**src/rtl/tile_ctrl_pkg.sv**
```systemverilog
// Shared definitions for the tile fetch controller: FSM state encoding and
// default loop/address widths.
package tile_ctrl_pkg;

  localparam int CW_DEF = 16;
  localparam int AW_DEF = 32;

  typedef enum logic [1:0] {
    ST_IDLE  = 2'd0,
    ST_RUN   = 2'd1,
    ST_DRAIN = 2'd2,
    ST_DONE  = 2'd3
  } tile_state_t;

endpackage

```
**src/rtl/tile_loop_cnt3.sv**
```systemverilog
// Three-level nested loop index counter (cnt0 innermost) with runtime extents.
// Exposes the wrap carries so the owner can update its address pointers.
module tile_loop_cnt3
  import tile_ctrl_pkg::*;
#(
  parameter int CW = CW_DEF
) (
  input  logic          clk,
  input  logic          rst,
  input  logic          clr,
  input  logic          step,
  input  logic [CW-1:0] n0,
  input  logic [CW-1:0] n1,
  input  logic [CW-1:0] n2,
  output logic [CW-1:0] cnt0,
  output logic [CW-1:0] cnt1,
  output logic [CW-1:0] cnt2,
  output logic          wrap0,
  output logic          wrap1,
  output logic          last
);

  logic max0, max1, max2;

  assign max0  = (cnt0 == n0 - CW'(1));
  assign max1  = (cnt1 == n1 - CW'(1));
  assign max2  = (cnt2 == n2 - CW'(1));
  assign wrap0 = step && max0;
  assign wrap1 = wrap0 && max1;
  assign last  = max0 && max1 && max2;

  always_ff @(posedge clk) begin
    if (rst || clr) begin
      cnt0 <= '0;
      cnt1 <= '0;
      cnt2 <= '0;
    end else if (step) begin
      cnt0 <= max0 ? '0 : cnt0 + CW'(1);
      if (max0) cnt1 <= max1 ? '0 : cnt1 + CW'(1);
      if (max0 && max1) cnt2 <= max2 ? '0 : cnt2 + CW'(1);
    end
  end

endmodule

```
**src/rtl/tile_fetch_ctrl.sv**
```systemverilog
// Tile read sequencer: walks n2 x n1 x n0 elements, issues one address request each,
// caps in-flight reads and pulses done once every response is back.
// Optional perf counters (stall_cycles, tile_cycles) when TILE_FETCH_PERF_EN is defined.
module tile_fetch_ctrl
  import tile_ctrl_pkg::*;
#(
  parameter int CW        = CW_DEF,
  parameter int AW        = AW_DEF,
  parameter int MAX_OUTST = 8,
  parameter int OW        = 4
) (
  input  logic          clk,
  input  logic          rst,
  input  logic          start,
  input  logic [AW-1:0] base_addr,
  input  logic [CW-1:0] n0,
  input  logic [CW-1:0] n1,
  input  logic [CW-1:0] n2,
  input  logic [AW-1:0] stride1,
  input  logic [AW-1:0] stride2,
  output logic          req_valid,
  input  logic          req_ready,
  output logic [AW-1:0] req_addr,
  output logic          req_last,
  output logic [CW-1:0] cnt0,
  output logic [CW-1:0] cnt1,
  output logic [CW-1:0] cnt2,
  input  logic          rsp_valid,
  output logic          busy,
`ifdef TILE_FETCH_PERF_EN
  output logic [31:0]   stall_cycles,
  output logic [31:0]   tile_cycles,
`endif
  output logic          done
);

  tile_state_t   state;
  logic [CW-1:0] n0_q, n1_q, n2_q;
  logic [AW-1:0] s1_q, s2_q, row_ptr, plane_ptr, row_nxt, plane_nxt;
  logic [OW-1:0] outstanding;
  logic          hs, rsp_take, wrap0, wrap1, last_idx;
  logic          accept_start, any_zero, drain_empty;

  assign req_valid    = (state == ST_RUN) && (outstanding < OW'(MAX_OUTST));
  assign hs           = req_valid && req_ready;
  assign rsp_take     = rsp_valid && (outstanding != '0);
  assign req_last     = (state == ST_RUN) && last_idx;
  assign accept_start = (state == ST_IDLE) && start;
  assign any_zero     = (n0 == '0) || (n1 == '0) || (n2 == '0);
  // A response landing in the same cycle as the final check still counts as drained.
  assign drain_empty  = (outstanding == '0) || ((outstanding == OW'(1)) && rsp_valid);
  assign row_nxt      = row_ptr + s1_q;
  assign plane_nxt    = plane_ptr + s2_q;

  tile_loop_cnt3 #(.CW(CW)) u_cnt (
    .clk   (clk),
    .rst   (rst),
    .clr   (accept_start),
    .step  (hs),
    .n0    (n0_q),
    .n1    (n1_q),
    .n2    (n2_q),
    .cnt0  (cnt0),
    .cnt1  (cnt1),
    .cnt2  (cnt2),
    .wrap0 (wrap0),
    .wrap1 (wrap1),
    .last  (last_idx)
  );

  always_ff @(posedge clk) begin
    if (rst) begin
      state     <= ST_IDLE;
      busy      <= 1'b0;
      done      <= 1'b0;
      req_addr  <= '0;
      row_ptr   <= '0;
      plane_ptr <= '0;
      n0_q      <= '0;
      n1_q      <= '0;
      n2_q      <= '0;
      s1_q      <= '0;
      s2_q      <= '0;
    end else begin
      done <= 1'b0;
      case (state)
        ST_IDLE: if (start) begin
          n0_q      <= n0;
          n1_q      <= n1;
          n2_q      <= n2;
          s1_q      <= stride1;
          s2_q      <= stride2;
          req_addr  <= base_addr;
          row_ptr   <= base_addr;
          plane_ptr <= base_addr;
          busy      <= 1'b1;
          if (any_zero) begin
            state <= ST_DONE;
            done  <= 1'b1;
          end else begin
            state <= ST_RUN;
          end
        end
        ST_RUN: if (hs) begin
          // Pointer walk replaces cnt*stride multiplies.
          if (wrap1) begin
            plane_ptr <= plane_nxt;
            row_ptr   <= plane_nxt;
            req_addr  <= plane_nxt;
          end else if (wrap0) begin
            row_ptr  <= row_nxt;
            req_addr <= row_nxt;
          end else begin
            req_addr <= req_addr + AW'(1);
          end
          if (last_idx) state <= ST_DRAIN;
        end
        ST_DRAIN: if (drain_empty) begin
          state <= ST_DONE;
          done  <= 1'b1;
        end
        ST_DONE: begin
          state <= ST_IDLE;
          busy  <= 1'b0;
        end
        default: state <= ST_IDLE;
      endcase
    end
  end

  always_ff @(posedge clk) begin
    if (rst) begin
      outstanding <= '0;
    end else if (hs && !rsp_take) begin
      outstanding <= outstanding + OW'(1);
    end else if (!hs && rsp_take) begin
      outstanding <= outstanding - OW'(1);
    end
  end

`ifdef TILE_FETCH_PERF_EN
  logic outst_full;
  assign outst_full = (outstanding == OW'(MAX_OUTST));

  always_ff @(posedge clk) begin
    if (rst || accept_start) begin
      stall_cycles <= '0;
      tile_cycles  <= '0;
    end else begin
      if (busy) tile_cycles <= tile_cycles + 32'd1;
      if ((state == ST_RUN) && ((req_valid && !req_ready) || outst_full))
        stall_cycles <= stall_cycles + 32'd1;
    end
  end
`endif

endmodule

```
**config.mk**
```make
export PLATFORM = sky130hd
export DESIGN_NAME = tile_fetch_ctrl
export DESIGN_NICKNAME = d
export VERILOG_FILES = /design/src/rtl/tile_ctrl_pkg.sv /design/src/rtl/tile_loop_cnt3.sv /design/src/rtl/tile_fetch_ctrl.sv
export SDC_FILE = /design/constraint.sdc
export NUM_CORES = 1
export LEC_CHECK = 0
export BUFFER_PORTS_ARGS = -buffer_cell sky130_fd_sc_hd__buf_2
export CAP_MARGIN = 20
export CORE_MARGIN = 2
export CORE_UTILIZATION = 59
export CTS_BUF_LIST = sky130_fd_sc_hd__clkbuf_16
export CTS_CLUSTER_SIZE = 25
export DETAILED_ROUTE_END_ITERATION = 6
export HOLD_SLACK_MARGIN = 0.12
export PLACE_DENSITY_LB_ADDON = 0.05
export SYNTH_ARGS = -nofsm -noshare
export SYNTH_HDL_FRONTEND = slang
export SYNTH_SLANG_ARGS = --single-unit
```
**constraint.sdc**
```tcl
create_clock -name clk -period 4.4 [get_ports clk]
set_clock_uncertainty 0.05 [all_clocks]
set_input_delay 1.1 -clock clk [delete_from_list [all_inputs] [get_ports clk]]
set_output_delay 1.1 -clock clk [all_outputs]
set_load 0.03 [all_outputs]
```
==> metrics.txt <==
status completed; CTS Hold Bufs 0; Cells after Synth 2232; Area Overhead vs Synth 15.8%; post-synth top area cell dfxtp_1; residual DRC count 0; final setup violating endpoints 0; buffers added on ports 232; Synth Area in Simple Gates 25.1%; total CTS buffers 31; Via density 6.08; FP Rows 61; final non-filler cell total 2822; Cell Pwr Density 657 mW/mm²; Clock Path Buffers 3; fmax 232 MHz; CP startpoint kind register; Worst R2R Start n1_q[1]; CP max stage cell or4b_4; DR iter-0 viols 1476; Post-Syn Area per Cell 7.58 µm²; worst-skew pair later-pin latency 0.57 ns; Pins Over Slew Limit 0; Congestion Overflow GR 0; critical path arrival 3.16 ns; Bufs and invs on worst path 2; Pleak 0.00829 µW; CTS tree yes; post-layout minimum cycle time 4.31 ns; maxcap violations 0; Worst Path Required 3.25 ns; critical path type register to output port; Synth Area in XOR/XNOR 9.89%; die area 0.0300 mm²; drt pass-1 iters 6; clock transition at the registers of the reported paths 0.06 ns; top post-synthesis cells by area dfxtp_1 31%, nand2_1 9.2%, a21oi_1 8.0%; mux contribution to synthesized area 3.00%; core area 0.0280 mm²; share of cells above drive strength 1 15.7%; final core occ 69.9%; combinational family with the most area after synthesis simple AND/OR/NAND/NOR gates; Tot GR Track Use 33.1%; number of global-route vias before repair 16100; hold_sp plane_ptr[31]; Slew headroom 27.9%; compound-gate portion of the synthesized area 20.8%; Die W 173 µm; Least-Margin Pin Slew 1.08 ns; Final nets 2647; Synth Flop Type dfxtp_1; placed insts 2758; initial antenna violation count 2; reg-to-reg setup timing slack 0.60 ns; final WL 51.7 mm; EDFF count, synth 0; worst hold stages 2; worst reg2reg path endpoint plane_ptr[29]; Synth top area share 31.3%; Num Clock Sinks 264; synth unique cells 89; Post-DP HPWL 37.3 mm; critical-path maximum fanout 5; H-Tree Depth 1; Vert. Die Dim 173 µm; Async SR Flop Fraction 0%; Synth Area in Adders 5.93%; CP Launch Point n1_q[1]; routability cong. 0.940; RSZ-0062 raised after global routing true; Tcrit/Tclk final 97.9%; Syn Std Cell Area 0.0169 mm²; Worst setup EP type output port; syn nets 2460; largest net degree at the start of global routing 78; synth warn 0; Setup TNS 0 ns; vias 17200; delay-heaviest family, CP simple AND/OR/NAND/NOR gates; register area share after synthesis 31.3%; drt wl/cell 18.3 µm; CP max stage delay 0.51 ns; I/O pin cnt 233; antenna viol nets, final 0; global-route wire length before repair 82.7 mm; starting density of the core 60.4%; class of the worst hold path register to register; Hold Violations, Final 0; VDD IR max 0.528 mV; Yosys reg bits 264; Root Buffer clkbuf_16; Hold EP plane_ptr[31]; R2R depth 13; worst-path cell chain inv_1 -> ha_4 -> or4b_4 -> a211o_1 -> a21boi_2 -> o21ai_2 -> a2111o_1 -> nor3_4 -> nand3_4 -> nor2_4 -> buf_6
## power by group
group / internal, µW / total, µW / switching (µW) / leakage, µW
clock: 1570 / 2650 / 1070 / 0.000505
sequential: 3040 / 3660 / 624 / 0.00216
combinational: 2360 / 6540 / 4180 / 0.00562
## metrics by stage
step | setup slack [ns] | total power (µW) | instance area, µm² | hold slack, ns
after detailed placement | 0.0906 | 9980 | 18300 | 0.402
after global routing | -0.0435 | 13700 | 19600 | 0.429
final | 0.0905 | 12900 | 19600 | 0.412
after CTS | 0.000315 | 12700 | 19500 | 0.412
after floorplan | 0.372 | 8280 | 16900 | 0.386
after global placement | 0.157 | 9820 | 18300 | 0.393
## worst min-delay path: stages (launching register included)
cell	delay, ns
dfxtp_1	0.31
nand2_1	0.05
a21oi_1	0.05
## worst max-delay path by stage
stage / slack [ns] / to / cells past startpoint
2_1_floorplan: 0.37 / req_last / 9
3_3_place_gp: 0.16 / req_last / 10
3_5_place_dp: 0.09 / req_last / 10
4_1_cts: 0.0003 / req_last / 11
5_1_grt: -0.04 / req_last / 11
6_report: 0.09 / req_last / 11
## cell type report
| class | count | area [µm²] |
|---|---|---|
| multi-input combinational | 1809 | 11100 |
| fill | 2441 | 8440 |
| sequential | 264 | 5290 |
| timing repair buffer | 269 | 1480 |
| clock buffer | 31 | 776 |
| tap | 378 | 473 |
| clock inverter | 25 | 259 |
| inverter | 44 | 165 |
| antenna | 2 | 5.00 |
## cells in the mapped netlist (7+ instances only)
library cell	n
inv_1	44
nand3_1	57
and3_1	32
or3_1	15
clkbuf_1	85
o21ai_0	73
ha_1	77
nor3_1	51
buf_2	14
a211oi_1	47
dfxtp_1	264
a211o_1	10
a311oi_1	15
o211ai_1	17
nor2b_1	28
mux2i_1	35
a21o_1	23
o22ai_1	11
a31oi_1	15
o21a_1	8
nand2b_1	14
nor4_1	20
o21ai_1	7
xor2_1	86
mux2_2	14
nand2_1	413
nand4_1	32
nor2_1	206
xnor2_1	105
and2_1	10
a21oi_1	270
## state kept, by name (all words and copies together) (netlist names)
| name | flops |
|---|---|
| busy | 1 |
| done | 1 |
| n0_q | 16 |
| n1_q | 16 |
| n2_q | 16 |
| outstanding | 4 |
| plane_ptr | 32 |
| req_addr | 32 |
| row_ptr | 32 |
| s1_q | 32 |
| s2_q | 32 |
| state | 2 |
| u_cnt.cnt0 | 16 |
| u_cnt.cnt1 | 16 |
| u_cnt.cnt2 | 16 |
## layer usage
metal | vias up | wire, µm | track usage (%) | part of all wire, %
li1 | 8271 | - | - | -
met2 | 662 | 24500 | 55.2 | 47
met4 | 0 | 1660 | 11.8 | 3.2
met3 | 115 | 3110 | 3.53 | 6.0
met5 | - | 0 | 0 | 0
met1 | 8118 | 22500 | 44.4 | 43
## cell usage in the layout, fill, tap and decap left out, types with 32 or more instances in the layout
cell,synthesis,layout
nand2_1,413,412
a21oi_1,270,269
dfxtp_1,264,262
buf_2,14,230
nor2_1,206,203
xnor2_1,105,105
xor2_1,86,86
ha_1,77,74
o21ai_0,73,73
nand3_1,57,56
nor3_1,51,49
a211oi_1,47,47
inv_1,44,44
mux2i_1,35,35
buf_4,3,34
nand4_1,32,32
## cells by family after synthesis
| kind of cell | Yosys count |
|---|---|
| simple gates | 923 |
| xor+xnor | 191 |
| flops | 264 |
| buf+inv | 159 |
| mux | 49 |
| fa+ha+maj | 79 |
| compound gates | 567 |
## what timing repair did
action,in CTS,in global routing
buffers inserted,2,4
endpoints found under the setup margin,1,1
resized for setup,14,17
pin swaps,3,5
Power figures use the tool's default switching activity.
